`src/rtl/game_flow_ctrl.sv`:
```
// Game sequencer for the ball-catch game: turns button/frame/ball events into
// serve, play, miss and end-of-game phases and drives the ball and score controls.
module game_flow_ctrl #(
    parameter int LIVES         = 3,
    parameter int SERVE_FRAMES  = 60,
    parameter int SPEEDUP_EVERY = 5,
    parameter int MAX_SPEED     = 7
) (
    input  logic       clk,
    input  logic       rst_n,
    input  logic       frame_tick,
    input  logic       start_btn,
    input  logic       caught,
    input  logic       missed,
    input  logic       win,
    output logic [2:0] state,
    output logic       new_game,
    output logic       ball_reset,
    output logic       ball_run,
    output logic [2:0] ball_speed,
    output logic [1:0] lives_left,
    output logic       game_over
);

    typedef enum logic [2:0] {
        S_IDLE   = 3'd0,
        S_SERVE  = 3'd1,
        S_PLAY   = 3'd2,
        S_MISSED = 3'd3,
        S_WON    = 3'd4,
        S_OVER   = 3'd5
    } state_e;

    state_e     state_q;
    logic       new_game_q;
    logic       ball_reset_q;
    logic       ball_run_q;
    logic [2:0] speed_q;
    logic [1:0] lives_q;
    logic       game_over_q;
    logic [7:0] serve_cnt_q;
    logic [3:0] catch_cnt_q;

    logic       start_q;
    logic       caught_q;
    logic       missed_q;
    logic       start_arm_q;

    logic       start_rise;
    logic       caught_rise;
    logic       missed_rise;
    logic [3:0] catch_inc;

    function automatic logic [2:0] speed_up(input logic [2:0] s);
        if (s >= 3'(MAX_SPEED))
            return 3'(MAX_SPEED);
        else
            return s + 3'd1;
    endfunction

    function automatic logic [2:0] speed_down(input logic [2:0] s);
        if (s <= 3'd1)
            return 3'd1;
        else
            return s - 3'd1;
    endfunction

    // The start history register reads 0 after reset without having seen the
    // button, so a button held through reset must first be seen released
    // (start_arm_q) before its next rise counts as a press.
    assign start_rise  = start_btn & ~start_q & start_arm_q;
    assign caught_rise = caught & ~caught_q;
    assign missed_rise = missed & ~missed_q;
    assign catch_inc   = catch_cnt_q + 4'd1;

    // Previous-cycle copies of the level inputs for rising-edge detection.
    always_ff @(posedge clk or negedge rst_n) begin
        if (!rst_n) begin
            start_q     <= 1'b0;
            caught_q    <= 1'b0;
            missed_q    <= 1'b0;
            start_arm_q <= 1'b0;
        end else begin
            start_q     <= start_btn;
            caught_q    <= caught;
            missed_q    <= missed;
            start_arm_q <= start_arm_q | ~start_btn;
        end
    end

    // Game FSM with registered outputs and serve/catch counters.
    always_ff @(posedge clk or negedge rst_n) begin
        if (!rst_n) begin
            state_q      <= S_IDLE;
            new_game_q   <= 1'b0;
            ball_reset_q <= 1'b1;
            ball_run_q   <= 1'b0;
            speed_q      <= 3'd1;
            lives_q      <= 2'd0;
            game_over_q  <= 1'b0;
            serve_cnt_q  <= 8'd0;
            catch_cnt_q  <= 4'd0;
        end else begin
            new_game_q <= 1'b0;
            case (state_q)
                S_IDLE, S_WON, S_OVER: begin
                    if (start_rise) begin
                        new_game_q   <= 1'b1;
                        lives_q      <= 2'(LIVES);
                        speed_q      <= 3'd1;
                        catch_cnt_q  <= 4'd0;
                        serve_cnt_q  <= 8'(SERVE_FRAMES);
                        ball_reset_q <= 1'b1;
                        ball_run_q   <= 1'b0;
                        game_over_q  <= 1'b0;
                        state_q      <= S_SERVE;
                    end
                end
                S_SERVE: begin
                    if (frame_tick) begin
                        if (serve_cnt_q <= 8'd1) begin
                            serve_cnt_q  <= 8'd0;
                            ball_reset_q <= 1'b0;
                            ball_run_q   <= 1'b1;
                            state_q      <= S_PLAY;
                        end else begin
                            serve_cnt_q <= serve_cnt_q - 8'd1;
                        end
                    end
                end
                S_PLAY: begin
                    if (win) begin
                        ball_reset_q <= 1'b1;
                        ball_run_q   <= 1'b0;
                        state_q      <= S_WON;
                    end else if (caught_rise) begin
                        // A catch masks a simultaneous miss.
                        if (catch_inc == 4'(SPEEDUP_EVERY)) begin
                            catch_cnt_q <= 4'd0;
                            speed_q     <= speed_up(speed_q);
                        end else begin
                            catch_cnt_q <= catch_inc;
                        end
                    end else if (missed_rise) begin
                        ball_reset_q <= 1'b1;
                        ball_run_q   <= 1'b0;
                        if (lives_q == 2'd1) begin
                            lives_q     <= 2'd0;
                            game_over_q <= 1'b1;
                            state_q     <= S_OVER;
                        end else begin
                            lives_q <= lives_q - 2'd1;
                            state_q <= S_MISSED;
                        end
                    end
                end
                S_MISSED: begin
                    speed_q     <= speed_down(speed_q);
                    catch_cnt_q <= 4'd0;
                    serve_cnt_q <= 8'(SERVE_FRAMES);
                    state_q     <= S_SERVE;
                end
                default: begin
                    ball_reset_q <= 1'b1;
                    ball_run_q   <= 1'b0;
                    game_over_q  <= 1'b0;
                    state_q      <= S_IDLE;
                end
            endcase
        end
    end

    assign state      = state_q;
    assign new_game   = new_game_q;
    assign ball_reset = ball_reset_q;
    assign ball_run   = ball_run_q;
    assign ball_speed = speed_q;
    assign lives_left = lives_q;
    assign game_over  = game_over_q;

endmodule

```
`config.mk`:
```
export PLATFORM = sky130hd
export DESIGN_NAME = game_flow_ctrl
export DESIGN_NICKNAME = d
export VERILOG_FILES = /design/src/rtl/game_flow_ctrl.sv
export SDC_FILE = /design/constraint.sdc
export NUM_CORES = 1
export LEC_CHECK = 0
export BUFFER_PORTS_ARGS = -buffer_cell sky130_fd_sc_hd__buf_2
export CAP_MARGIN = 20
export CORE_MARGIN = 3
export CORE_UTILIZATION = 52
export CTS_CLUSTER_SIZE = 12
export DETAILED_ROUTE_END_ITERATION = 8
export PLACE_DENSITY = 0.75
export SLEW_MARGIN = 0
export SYNTH_ARGS = -nofsm -noshare
export SYNTH_HDL_FRONTEND = slang
export SYNTH_SLANG_ARGS = --single-unit
```
`constraint.sdc`:
```
create_clock -name clk -period 1.7 [get_ports clk]
set_input_delay 0.17 -clock clk [delete_from_list [all_inputs] [get_ports clk]]
set_output_delay 0.17 -clock clk [all_outputs]
set_load 0.05 [all_outputs]
```
==> results.md, run 1 <==
* I/O pin count at 19
* Cell count of the worst reg-to-reg path at 7
* Required @ worst endpoint at 1930 ps
* Final worst setup slack at -74.4 ps
* Internal power at about 1.7 mW
* Avg Cell Area, Syn at 9.80 µm²
* Status: complete, but fails checks
* Detailed Routing Iterations Pass 1 at 4
* Clk Latency, worst-skew pair at approximately 320 ps
* Final-report hold violation count at 0
* Reg clk slew, reported paths at 160 ps
* Syn nets at 199
* Crit-path max FO at 4
* Switching power at 1.50 mW
* Drt first-iter violations at about 130
* Combinational power share at between 50% and 60%
* Placeable Area at 3180 µm²
* Largest net degree at the start of global routing at 29
* Initial Utilization at 56.4%
* Initial antenna violation count at 0
* Hold WC Path Type: primary input to register
* Rel. slew slack at 57.7%
* Pwr dens at 1390 nW/µm²
* Nets at about 250
* Global route overflow at 0
* CP cell instances: buf_4 -> inv_1 -> ha_1 -> inv_2 -> o31ai_4 -> o22ai_2 -> mux2_2
* CP endpoint kind: register
* H-Tree Depth at 1
* Lkg Pwr at just under 1 nW
* Post-Route WL at 4.63 mm
* Chip Width at between 60 and 70 µm
* Pre-CTS WS at -141 ps
* Worst vdd ir at 607 µV
* Critical-path top delay cell: dfrtp_1
* Clock share of power at 10.4%
* Post-Route Utilization at between 70% and 80%
* GRT Resource Usage Total at 21.4%
* CTS Buf Count at 3
* Worst Tran Pin Value at ~630 ps
* RSZ-0062 raised after global routing: yes
* Final slew viol count at 0
* Cell Area, Synth at 1790 µm²
* Core Rows at 20
* Ys Warns at 0
* Fin Hold WS at 152 ps
* Vias in the first global route at roughly 1,600
* Most used flip-flop cell after synthesis: dfrtp_1
* Max Cap Viol at 0
* Worst hold stages at 4
* Slowest stage delay, CP at 440 ps
* Via/cell ratio at between 6 and 7
* Crit path time final at 1770 ps
* Final ANT Viol Nets at 0
* Kind of critical path: register to register
* Skew final at 1.99 ps
* Clock Tree Buf Depth at 2
* Vias at 1,688
* Max Clk Rate at 564 MHz
* DIE HEIGHT at 64.7 µm
* Area growth, synth to finish at 27.6%
* Setup tns final at -119 ps
* Final setup fails at 6
* EDFF count, synth at 0
* Final period util at 104%
* Cell variety after synth at 58
* Sequential Power Share at 31.4%
* #FFs+latches synth at 28
* Die footprint at roughly 4200 µm²
* Worst Path Arrival at about 2000 ps
* Asr flop ratio synth at 100%
* Clk root buf: clkbuf_4
* First-pass GRT wire length at 7.21 mm
* Sequential area share after synthesis at 39.2%
* Drt drc at 0
* Wire length per cell at 16.9 µm
* Violated checks: negative setup slack
* Share of cells above drive strength 1 at 37.2%
* Final Wtd Congestion at between 0.9 and 1
* Gate Count Post-Synth at between 150 and 200
* IO Port Bufs at 18
* CTS tree: yes
* Switch share at 47.0%
* Critical Path Source Type: register
* # diodes at 0
* Clock sinks at 28
* Detailed placement HPWL at between 3 and 4 mm
-- cell type report --
cell class | count | area (µm²)
repair buffers | 49 | 344
multi-input cells | 133 | 1080
clock buffers | 4 | 36.3
fillers | 222 | 890
inverters | 17 | 65.1
well taps | 44 | 55.1
flip-flops and latches | 28 | 708
-- power by group through the flow --
stage	logic, mW	clock network (mW)	registers (mW)
after floorplan	0.949	0	1.30
after global placement	1.63	0	0.986
after detailed placement	1.69	0	1.00
after CTS	1.75	0.337	0.990
after global routing	2.00	0.357	1.02
final	1.86	0.333	1.00
-- per-stage QoR --
stage / instance area [µm²] / instances / power, mW
finish: 2290 / 275 / 3.19
global route: 2290 / 275 / 3.38
CTS: 2150 / 266 / 3.08
detailed placement: 2040 / 257 / 2.70
global placement: 2040 / 257 / 2.62
floorplan: 1810 / 183 / 2.25
-- Yosys cell counts, types with 3 or more instances --
| cell | number | area share (%) |
|---|---|---|
| dfrtp_1 | 26 | 36 |
| inv_1 | 16 | 3.3 |
| o21ai_0 | 14 | 3.9 |
| nor2_1 | 11 | 2.3 |
| a21oi_1 | 9 | 2.5 |
| ha_1 | 9 | 6.3 |
| nand2b_1 | 8 | 2.8 |
| nand2_1 | 6 | 1.3 |
| nand3_1 | 4 | 1.1 |
| nand3b_1 | 4 | 1.7 |
| nor3_1 | 4 | 1.1 |
| a31oi_1 | 3 | 1.0 |
| buf_6 | 3 | 1.9 |
| nor3b_1 | 3 | 1.3 |
| o21a_1 | 3 | 1.3 |
| o2bb2ai_1 | 3 | 1.5 |
-- registers in the layout, indices dropped and copies added (netlist names), 2 cells and up --
name         count
lives_left       2
state            3
catch_cnt_q      4
serve_cnt_q      8
ball_speed       3
-- worst max-delay path, delay by kind of cell, from the launching register on --
family                   cells  cell delay [ps]
adder cells (fa/ha/maj)      1              210
multiplexers                 1              380
flip-flops                   1              440
buffers and inverters        3              310
AO/OA/AOI/OAI                2              330
-- cells by family (layout without fill, tap and decap cells) --
| kind of cell | after synthesis | count (layout) | synth area share (%) |
|---|---|---|---|
| adder cells (fa/ha/maj) | 9 | 9 | 6.28 |
| multiplexers | 3 | 3 | 1.81 |
| flip-flops | 28 | 28 | 39.2 |
| buffers and inverters | 22 | 70 | 5.93 |
| AO/OA/AOI/OAI | 63 | 63 | 25.9 |
| AND/OR/NAND/NOR | 58 | 58 | 20.9 |
-- cells in the final DEF (no fill, tap or decap), types with 3 or more instances in the layout --
cell           netlist  layout
a21oi_1              9       7
buf_2                0      18
buf_4                0      24
buf_6                3       3
clkbuf_4             0       3
dfrtp_1             26      22
dfrtp_2              0       4
dlygate4sd3_1        0       4
ha_1                 9       7
inv_1               16      15
nand2_1              6       6
nand2b_1             8       7
nand3_1              4       4
nand3b_1             4       4
nor2_1              11       9
nor3_1               4       4
o21a_1               3       3
o21ai_0             14      14
o2bb2ai_1            3       3
-- layer usage --
metal	vias up	part of all wire, %	track usage [%]
li1	780	-	-
met1	821	41	27.4
met2	73	52	37.8
met3	14	5.5	3.47
met4	0	1.9	4.49
met5	-	0	0
-- what timing repair did --
item / 4_1_cts / 5_1_grt
pin swaps: 0 / 8
setup endpoints to repair: 8 / 16
buffers inserted: 1 / 9
hold endpoints to repair: 29 / 0
hold buffers: 4 / 0
resized for setup: 6 / 18
-- final timing paths --
kind                                              endpoint  slack (ps)                  startpoint
worst max-delay path             ball_speed[1]$_DFFE_PN0P_         -70  catch_cnt_q[0]$_DFFE_PN0P_
worst min-delay path                  state[1]$_DFFE_PN0P_         150                         win
worst max register to register   ball_speed[1]$_DFFE_PN0P_         -70  catch_cnt_q[0]$_DFFE_PN0P_
worst min register to register       game_over$_DFFE_PN0P_         510       game_over$_DFFE_PN0P_
max in group asynchronous             state[0]$_DFFE_PN0P_         880                       rst_n
min in group asynchronous       serve_cnt_q[6]$_DFFE_PN0P_         370                       rst_n
No activity file was read; power rests on OpenSTA's default activity.
==> run 2, diff against run 1 <==
==> constraint.sdc (replaced) <==
create_clock -name clk -period 1.7 [get_ports clk]
set_input_delay 0.085 -clock clk [delete_from_list [all_inputs] [get_ports clk]]
set_output_delay 0.085 -clock clk [all_outputs]
set_load 0.05 [all_outputs]
==> run 2 against run 1 <==
The flow still finishes with violations (negative setup slack); clock skew increased by 8.3 ps; global-route usage unchanged; design area decreased by 0.87%; sequential share of layout area increased by 0.27 points; cell count increased by 0.36%; critical path type unchanged; critical path depth unchanged; sequential cell count unchanged; critical endpoint unchanged; first-iteration DRC count increased by 10%; sequential power about the same; setup slack improved by 13 ps.
==> results.md, run 2 (synthesis gave the netlist of run 1 again) <==
* Status: complete, but fails checks
* Violated checks: negative setup slack
* Initial Utilization at a little under three fifths
* Final slew viol count at 0
* Chip Width at 64.7 µm
* Hold WC Path Type: primary input to register
* Max reg flops at 8
* Detailed placement HPWL at 3.13 mm
* Nets at ~250
* Critical Path Source Type: register
* # diodes at 0
* Setup tns final at -75.2 ps
* Core Rows at 20
* Clock sinks at 28
* Drt drc at 0
* Placed cell count at 257
* RR Endpoint: ball_speed[1]$_DFFE_PN0P_
* Required @ worst endpoint at ~1900 ps
* Skew final at 10.3 ps
* RSZ-0062 raised after global routing: yes
* Pwr dens at 1410 nW/µm²
* Biggest regs: serve_cnt_q (8), catch_cnt_q (4)
* GRT Resource Usage Total at 21.4%
* Area growth, synth to finish at 26.5%
* Lkg Pwr at 0.986 nW
* Vias at roughly 1,600
* CTS tree: yes
* Final worst setup slack at -61.4 ps
* CTS Buf Count at 3
* Max Cap Viol at 0
* Rel. slew slack at roughly 58%
* Finished Cell Area at roughly 2300 µm²
* Most frequent cells in the layout: buf_4, dfrtp_1, buf_2, inv_1, o21ai_0
* Clock Tree Buf Depth at 2
* Worst Tran Pin Value at just over 600 ps
* Post-Route Utilization at 71.4%
* I/O pin count at 19
* Worst Path Arrival at 1990 ps
* Placeable Area at 3180 µm²
* Kind of critical path: register to register
* CP endpoint kind: register
* Final period util at 104%
* DIE HEIGHT at 64.7 µm
* H-Tree Depth at 1
* Final-report hold violation count at 0
* IO Port Bufs at 18
* Fill cell count at 229
* Final cell count without fillers at 276
* Largest net degree at the start of global routing at 29
* FF-to-FF setup slack at -60 ps
* Met1 Wirelength at 1.85 mm
* Commonest non-fill, non-tap cell in the layout: buf_4
* Clk root buf: clkbuf_4
* Drt first-iter violations at 142
* Crit path launch: catch_cnt_q[1]$_DFFE_PN0P_
* Hold path start: win
* First-pass GRT wire length at 7.21 mm
* Post-Route WL at 4.56 mm
* Clk Latency, worst-skew pair at ~320 ps
* Routed wl met3 at 269 µm
* Share of cells above drive strength 1 at 36.2%
* Final Wtd Congestion at around 0.90
* Top reg by flops: serve_cnt_q
* Initial antenna violation count at 0
* Pre-CTS WS at -141 ps
* Crit-path max FO at 4
* Crit path to: ball_speed[1]$_DFFE_PN0P_
* Global route overflow at 0
* Worst vdd ir at 601 µV
* Via/cell ratio at 5.97
* Die footprint at 4190 µm²
* Vias in the first global route at 1,571
* Top sig layer: met4
* Final ANT Viol Nets at 0
* Max Clk Rate at 568 MHz
* Cell count of the worst reg-to-reg path at 7
* Wire length per cell at 16.5 µm
* Dpl cell area at 2040 µm²
* Crit path time final at 1760 ps
* Final setup fails at 3
* Detailed Routing Iterations Pass 1 at 4
* Reg clk slew, reported paths at 160 ps
* RR Startpoint: catch_cnt_q[1]$_DFFE_PN0P_
* Metal2 WL at 2.36 mm
[run 2: cell count changes in the layout (fill, tap and decap cells not counted), sizes merged]
cell  before  now
buf       45   46
[run 2: power by group]
group / switching (mW) / internal (mW) / total, mW
combinational: 1.12 / 0.763 / 1.88
sequential: 0.166 / 0.832 / 0.999
clock: 0.193 / 0.131 / 0.324
total: 1.48 / 1.73 / 3.20
[run 2: final cells by class]
class | instances | area (µm²) | share of cell area, %
multi-input cells | 133 | 1060 | 46.9
flip-flops and latches | 28 | 708 | 31.2
repair buffers | 50 | 340 | 15.0
inverters | 17 | 65.1 | 2.87
well taps | 44 | 55.1 | 2.43
clock buffers | 4 | 36.3 | 1.60
[run 2: timing repair]
| item | in CTS | in global routing |
|---|---|---|
| setup buffers | 1 | 10 |
| setup endpoints to repair | 8 | 15 |
| resized for setup | 6 | 11 |
| hold buffers | 4 | 0 |
| pin swaps | 0 | 5 |
| hold endpoints to repair | 30 | 0 |
[run 2: worst max-delay path, cell delays in order (launching register included)]
cell and delay [ps]:
dfrtp_1 430, buf_4 140, inv_1 90, ha_1 190
inv_2 80, o31ai_4 270, o22ai_2 170, mux2_2 300
[run 2: worst min-delay path by stage]
stage,endpoint,depth (start not counted)
floorplan,ball_run$_DFFE_PN0P_,0
global placement,serve_cnt_q[6]$_DFFE_PN0P_,1
detailed placement,serve_cnt_q[6]$_DFFE_PN0P_,1
CTS,state[1]$_DFFE_PN0P_,4
global route,state[2]$_DFFE_PN0P_,3
finish,state[1]$_DFFE_PN0P_,4
[run 2: metal layers]
layer  vias to the layer above  GRT usage, %
li1                        773             -
met2                        67          37.8
met4                         0          4.49
met3                        12          3.47
met5                         -             0
met1                       795          27.4
[run 2: through the flow]
stage	hold slack, ps	total power, mW
global route	77.0	3.41
floorplan	-211	2.25
detailed placement	145	2.70
finish	70.0	3.20
CTS	53.8	3.08
global placement	138	2.62
